<file path="src/rtl/nibble_serial_adder.sv">
// Multi-cycle WIDTH-bit adder: one 4-bit carry-lookahead slice walks the
// operands LSB nibble first, with the carry registered between nibbles.
module nibble_serial_adder #(
  parameter int WIDTH = 16
) (
  input  logic             clk,
  input  logic             rst_n,
  input  logic             in_valid,
  output logic             in_ready,
  input  logic [WIDTH-1:0] a,
  input  logic [WIDTH-1:0] b,
  input  logic             cin,
  output logic             out_valid,
  input  logic             out_ready,
  output logic [WIDTH-1:0] sum,
  output logic             cout,
  output logic             ovf,
  output logic             busy
);

  // state | meaning
  // IDLE  | waiting for operands, in_ready high
  // RUN   | one nibble per clock through the CLA slice
  // DONE  | result held on sum/cout/ovf until out_ready
  localparam logic [1:0] IDLE = 2'd0;
  localparam logic [1:0] RUN  = 2'd1;
  localparam logic [1:0] DONE = 2'd2;

  localparam int NIBBLES = WIDTH / 4;
  localparam int IDXW    = (NIBBLES > 1) ? $clog2(NIBBLES) : 1;
  localparam logic [IDXW-1:0] LAST_IDX = IDXW'(NIBBLES - 1);

  logic [1:0]       state;
  logic [WIDTH-1:0] a_sh;
  logic [WIDTH-1:0] b_sh;
  logic             carry;
  logic [IDXW-1:0]  idx;
  logic [WIDTH-1:0] sum_r;
  logic             cout_r;
  logic             ovf_r;

  logic [3:0]       p, g, s;
  logic             c1, c2, c3, c4;
  logic [WIDTH-1:0] sum_next;

  always_comb begin
    p  = a_sh[3:0] ^ b_sh[3:0];
    g  = a_sh[3:0] & b_sh[3:0];
    c1 = g[0] | (p[0] & carry);
    c2 = g[1] | (p[1] & g[0]) | (p[1] & p[0] & carry);
    c3 = g[2] | (p[2] & g[1]) | (p[2] & p[1] & g[0]) | (p[2] & p[1] & p[0] & carry);
    c4 = g[3] | (p[3] & g[2]) | (p[3] & p[2] & g[1]) | (p[3] & p[2] & p[1] & g[0])
       | (p[3] & p[2] & p[1] & p[0] & carry);
    s  = p ^ {c3, c2, c1, carry};
  end

  // Only the nibble at idx changes; the others keep earlier results.
  always_comb begin
    sum_next = sum_r;
    for (int i = 0; i < NIBBLES; i++) begin
      if (idx == IDXW'(i)) sum_next[i*4 +: 4] = s;
    end
  end

  always_ff @(posedge clk or negedge rst_n) begin
    if (!rst_n) begin
      state  <= IDLE;
      a_sh   <= '0;
      b_sh   <= '0;
      carry  <= 1'b0;
      idx    <= '0;
      sum_r  <= '0;
      cout_r <= 1'b0;
      ovf_r  <= 1'b0;
    end else begin
      case (state)
        IDLE: begin
          if (in_valid) begin
            a_sh  <= a;
            b_sh  <= b;
            carry <= cin;
            idx   <= '0;
            state <= RUN;
          end
        end
        RUN: begin
          sum_r <= sum_next;
          carry <= c4;
          a_sh  <= a_sh >> 4;
          b_sh  <= b_sh >> 4;
          if (idx == LAST_IDX) begin
            cout_r <= c4;
            ovf_r  <= c3 ^ c4;
            idx    <= '0;
            state  <= DONE;
          end else begin
            idx <= idx + 1'b1;
          end
        end
        DONE: begin
          if (out_ready) state <= IDLE;
        end
        default: state <= IDLE;
      endcase
    end
  end

  assign in_ready  = (state == IDLE);
  assign out_valid = (state == DONE);
  assign busy      = (state == RUN) || (state == DONE);
  assign sum       = sum_r;
  assign cout      = cout_r;
  assign ovf       = ovf_r;

endmodule
</file>
<file path="config.mk">
export PLATFORM = sky130hd
export DESIGN_NAME = nibble_serial_adder
export DESIGN_NICKNAME = d
export VERILOG_FILES = /design/src/rtl/nibble_serial_adder.sv
export SDC_FILE = /design/constraint.sdc
export NUM_CORES = 1
export LEC_CHECK = 0
export ABC_AREA = 1
export BUFFER_PORTS_ARGS = -buffer_cell sky130_fd_sc_hd__buf_2
export CAP_MARGIN = 10
export CORE_MARGIN = 2
export CORE_UTILIZATION = 58
export CTS_BUF_LIST = sky130_fd_sc_hd__clkbuf_8
export DETAILED_ROUTE_END_ITERATION = 16
export PLACE_DENSITY = 0.84
export SETUP_SLACK_MARGIN = 0.1
export SYNTH_ARGS = -nofsm -noshare
export SYNTH_HDL_FRONTEND = slang
export SYNTH_SLANG_ARGS = --single-unit
export TNS_END_PERCENT = 50
</file>
<file path="constraint.sdc">
create_clock -name clk -period 2.6 [get_ports clk]
set_clock_uncertainty 0.05 [all_clocks]
set_input_delay 0.39 -clock clk [delete_from_list [all_inputs] [get_ports clk]]
set_output_delay 0.39 -clock clk [all_outputs]
set_load 0.03 [all_outputs]
</file>
==> metrics.txt, run 1 <==
worst slew pin tran=between 0.6 and 0.7 ns; metal2 WL=~2.5 mm; CTS Hold Buffers Added=0; die height=about 70 um; synthesized area per cell=roughly 8.6 um^2; post-synth top area share=0.514; maximum clock rate=about 0.5 GHz; initial antenna violation count=0; VDD IR max=approximately 0.72 mV; # rows=24; area growth from synthesis to layout=14.4%; sequential share of power=0.344; synth top area cells=dfrtp_1 (51%), nand2_1 (15%), ha_1 (6.1%); #FFs+latches synth=55; HP Class=in -> async; Syn Inst Count=approximately 310; leakage=between 1.5 and 2 nW; CP Capture Type=register; die area=between 5000 and 6000 um^2; max_cap viols=0; most frequent cells in the layout=nand2_1 (107), buf_2 (57), dfrtp_1 (55); Comb pwr share=0.525; commonest non-fill, non-tap cell in the layout=nand2_1; post-layout net count=roughly 420; final hold violations=0; Max-slew headroom=0.552; routed length per instance=approximately 12 um; Worst Setup Start Kind=register; vias in the first global route=2178; Sink Count=55; antenna-violating nets left=0; post-placement cell count=between 400 and 500; Placeable Area=4410 um^2; CTS root buf=clkbuf_8; area of the multi-input gates=roughly 1100 um^2; Final setup viols=0; Final Non-Filler Cells=between 400 and 500; RSZ-0062 raised after global routing=no; I/O Pins=between 50 and 60; Post-DP HPWL=3.76 mm; fraction of layout cells with a size suffix above 1=0.198; Cell Int Power=2.34 mW; DRC viols=0; Reg area=1380 um^2; crit-path leading delay family=compound AO/OA/AOI/OAI gates; CP Cell Sequence=inv_1 -> ha_1 -> o21ai_4 -> inv_4 -> nor2_1 -> a31oi_1; Clock power frac=0.132; Starting Density=0.606; clock buffer depth=2; initial DRC count=150; Overall Global Routing Usage=0.227; routed vias=approximately 2200; vias per inst=roughly 5.2; Post-Syn Area=around 2700 um^2; Final min period=~2.0 ns; Synth cell types=23; Sw Ratio=0.466; Yosys warnings=0; Seq/Total Area, Yosys=0.514; Clock Pin Slew Worst Setup and Hold Paths=0.09 ns; weighted congestion at the end of routability-driven global placement=0.788; IO buf count=57; fin. max-slew vios=0; outcome=completed; largest net degree at the start of global routing=52; Setup Buffers After CTS=0; ANT cells=0; CTS tree=done; area leader, netlist=dfrtp_1; PostCTS Resize Cnt=0; H-tree depth=2; clk_lat worst skew=0.30 ns; final wirelength=5.10 mm; fill count=between 300 and 400; PwrDens=1430 nW/um^2; CTS buffer count=5; CP Launch Point=state[1]; first drt pass iteration count=4; synthesized net count=364; Top Metal Used=met4; CP Max Fanout=~50; fin crit share=0.766; wire length on met3=247 um; critical path class=reg -> reg; Critical path buffers and inverters=2; Slowest-stage cell, CP=o21ai_4; crit path DAT=2.11 ns; final global-route overflow total=0; chip width=slightly above 70 um; max incr delay on CP=roughly 0.45 ns; worst r2r src=state[1]; DRT met1 WL=between 2 and 2.5 mm; sw power=between 2 and 2.5 mW; Required @ worst endpoint=approximately 2.7 ns; setup TNS=0 ns; first-pass GRT wire length=~9.2 mm
area by class of cell:
class / instances / share of cell area
well taps: 52 / 0.0212
clock buffers: 6 / 0.0270
inverters: 22 / 0.0278
clock inverters: 2 / 0.0114
repair buffers: 60 / 0.100
flip-flops and latches: 55 / 0.449
multi-input cells: 223 / 0.363
power groups by stage:
stage	combinational [mW]	clock [mW]	sequential (mW)
after detailed placement	2.31	0	1.53
after global placement	2.23	0	1.51
after floorplan	1.71	0	1.73
final	2.30	0.576	1.51
after CTS	2.32	0.590	1.51
after global routing	2.63	0.628	1.56
metal layers:
metal | vias to the layer above | track usage
met1 | 1008 | 0.287
li1 | 1119 | -
met3 | 6 | 0.0639
met5 | - | 0
met2 | 53 | 0.377
met4 | 0 | 0.0860
Yosys cell counts:
cell,n
buf_4,1
a21oi_1,3
xor2_1,1
buf_6,6
ha_1,13
o21ai_0,18
dfrtp_1,55
o21ai_1,2
o221ai_1,1
or2_2,1
fa_1,1
inv_4,1
nor2_1,31
nand2_1,107
buf_2,5
nand2_2,1
inv_2,1
clkbuf_1,1
a31oi_1,25
a21o_1,1
o21ai_4,1
inv_1,20
nand3_1,17
stage by stage:
step           power (mW)  area (um^2)  setup WS (ns)   util  hold WS (ns)
2_1_floorplan        3.44         2680          0.901      -        0.0444
3_3_place_gp         3.73         2950          0.739  0.667         0.409
3_5_place_dp         3.83         2950          0.672  0.667         0.412
4_1_cts              4.42         3060          0.604  0.694        0.0806
5_1_grt              4.82         3060          0.402  0.694         0.115
6_report             4.38         3060          0.609  0.694        0.0624
flip-flops by register name, indices dropped and copies added (netlist names):
name / cells
cout: 1
b_sh: 16
carry: 1
a_sh: 16
sum: 16
ovf: 1
idx: 2
state: 2
path summary, 6_finish.rpt:
kind	slack, ns	endpoint	depth (start not counted)
max	0.61	b_sh[4]	6
min	0.06	sum[12]	1
max reg2reg	0.61	b_sh[4]	6
min reg2reg	0.43	sum[3]	2
max in group asynchronous	1.77	b_sh[2]	2
min in group clk	0.28	b_sh[10]	3
kinds of logic (layout without fill, tap and decap cells):
kind of cell	Yosys count	count (layout)	synth area share
xor gates and xnor gates	1	1	0.00327
adders and majority gates	14	14	0.0683
buffers and inverters	35	90	0.0706
and+or+nand+nor	157	157	0.230
AOI/OAI and AO/OA	51	51	0.114
DFF	55	55	0.514
Power figures use the tool's default switching activity.
==> inputs of run 2 (changes only) <==
CORE_UTILIZATION = 51   (was 58)
PLACE_DENSITY = 0.79   (was 0.84)
clock period = 1.8 ns   (was 2.6 ns; I/O delays follow)
==> metrics.txt, run 2 (same netlist as run 1, synthesis figures left out) <==
CTS root buf=clkbuf_8; maximum clock rate=~0.60 GHz; critical path class=reg -> out; Clock power frac=0.122; CP Launch Point=state[1]; die height=around 76 um; leakage=between 1.5 and 2 nW; fraction of layout cells with a size suffix above 1=0.214; CP Max Fanout=4; Clock Pin Slew Worst Setup and Hold Paths=approximately 0.090 ns; final wirelength=5.33 mm; ANT cells=0; Sink Count=55; most frequent cells in the layout=nand2_1 (107), buf_2 (57), dfrtp_1 (55); R2R Setup Slk=approximately 0.20 ns; final instance area=around 3200 um^2; RSZ-0062 raised after global routing=yes; routed length per instance=12.0 um; Sw Ratio=0.463; Placeable Area=slightly above 5000 um^2; Required @ worst endpoint=~1.5 ns; sequential share of power=0.337; vias per inst=about 5; max_cap viols=0; antenna-violating nets left=0; Max-slew headroom=0.712; final global-route overflow total=0; Comb pwr share=0.541; worst slew pin tran=roughly 0.43 ns; chip width=76.4 um; fin crit share=0.933; IO buf count=between 50 and 60; setup TNS=0 ns; clock buffer depth=2; Setup Buffers After CTS=0; DRC viols=0; DP Area=between 3000 and 4000 um^2; outcome=completed; die area=5840 um^2; clk_lat worst skew=just over 0.3 ns; initial antenna violation count=0; Critical Path End=in_ready; worst r2r src=state[1]; largest net degree at the start of global routing=35; weighted congestion at the end of routability-driven global placement=between 0.8 and 0.9; Worst Setup Start Kind=register; Cell Int Power=3.50 mW; reg-to-reg endpoint=carry; area growth from synthesis to layout=18.4%; Post-DP HPWL=~3.9 mm; Starting Density=0.527; CP Capture Type=output port; commonest non-fill, non-tap cell in the layout=nand2_1; fill count=444; Final setup viols=0; # rows=26; post-layout net count=roughly 420; H-tree depth=2; initial DRC count=approximately 130; final hold violations=0; Overall Global Routing Usage=0.199; first drt pass iteration count=4; first-pass GRT wire length=9.40 mm; post-route setup slack=between 0.1 and 0.15 ns; CTS tree=done; VDD IR max=around 0.92 mV; Final min period=approximately 1.7 ns; r2r worst-path depth=7; routed vias=~2200; crit path DAT=~1.4 ns; I/O Pins=58; PwrDens=just over 2000 nW/um^2; HP Class=in -> reg; fin. max-slew vios=0; worst slack at placement=approximately 0.15 ns; vias in the first global route=~2100; CTS buffer count=5; sw power=3.02 mW
run 2: cell types whose count changed in the layout (fill, tap and decap cells not counted), sizes merged:
cell         previous run  this run
clkbuf                  6         5
clkinv                  1         0
dlygate4sd3             0         1
clkinvlp                0         1
buf                    60        65
run 2: worst min path at each step:
stage	startpoint	to	slack, ns	depth (start not counted)
2_1_floorplan	rst_n	a_sh[0]	-0.08	0
3_3_place_gp	rst_n	sum[5]	0.18	1
3_5_place_dp	rst_n	sum[9]	0.18	1
4_1_cts	a[2]	a_sh[2]	0.16	3
5_1_grt	a[11]	a_sh[11]	0.16	3
6_report	a[2]	a_sh[2]	0.16	3
run 2: routing by layer:
metal	global-route usage	vias up	wire length, um
met1	0.239	1006	2380
met5	0	-	0
met2	0.344	49	2610
met4	0.0800	0	133
met3	0.0462	13	210
li1	-	1133	-
run 2: worst max-delay path, cell delays in order (launching register included):
cell	delay [ns]
dfrtp_1	0.42
inv_1	0.13
ha_1	0.27
buf_2	0.23
run 2: timing repair:
action                                  CTS  global route
hold buffers                              1             0
endpoints found under the setup margin    0            45
endpoints found under the hold margin    16             0
gates resized for setup                   0             4
run 2: stage by stage:
stage | cells | util | hold slack (ns) | power [mW]
finish | 443 | 0.624 | 0.161 | 6.52
global route | 443 | 0.624 | 0.160 | 7.14
CTS | 443 | 0.620 | 0.157 | 6.50
detailed placement | 435 | 0.597 | 0.185 | 5.70
global placement | 435 | 0.597 | 0.185 | 5.57
floorplan | 313 | - | -0.0756 | 4.97
run 2: power groups by stage:
stage               clock network [mW]  registers [mW]  logic, mW
floorplan                            0            2.50       2.47
global placement                     0            2.18       3.39
detailed placement                   0            2.21       3.49
CTS                              0.811            2.19       3.50
global route                     0.865            2.27       4.01
finish                           0.798            2.20       3.53
run 2: final cells by class:
class	count	area, um^2	area share
Clock buffer	5	68.8	0.0217
Timing Repair Buffer	66	384	0.121
Clock inverter	2	37.5	0.0118
Tap cell	70	87.6	0.0276
Multi-Input combinational cell	223	1130	0.356
Sequential cell	55	1380	0.434
Inverter	22	85.1	0.0269
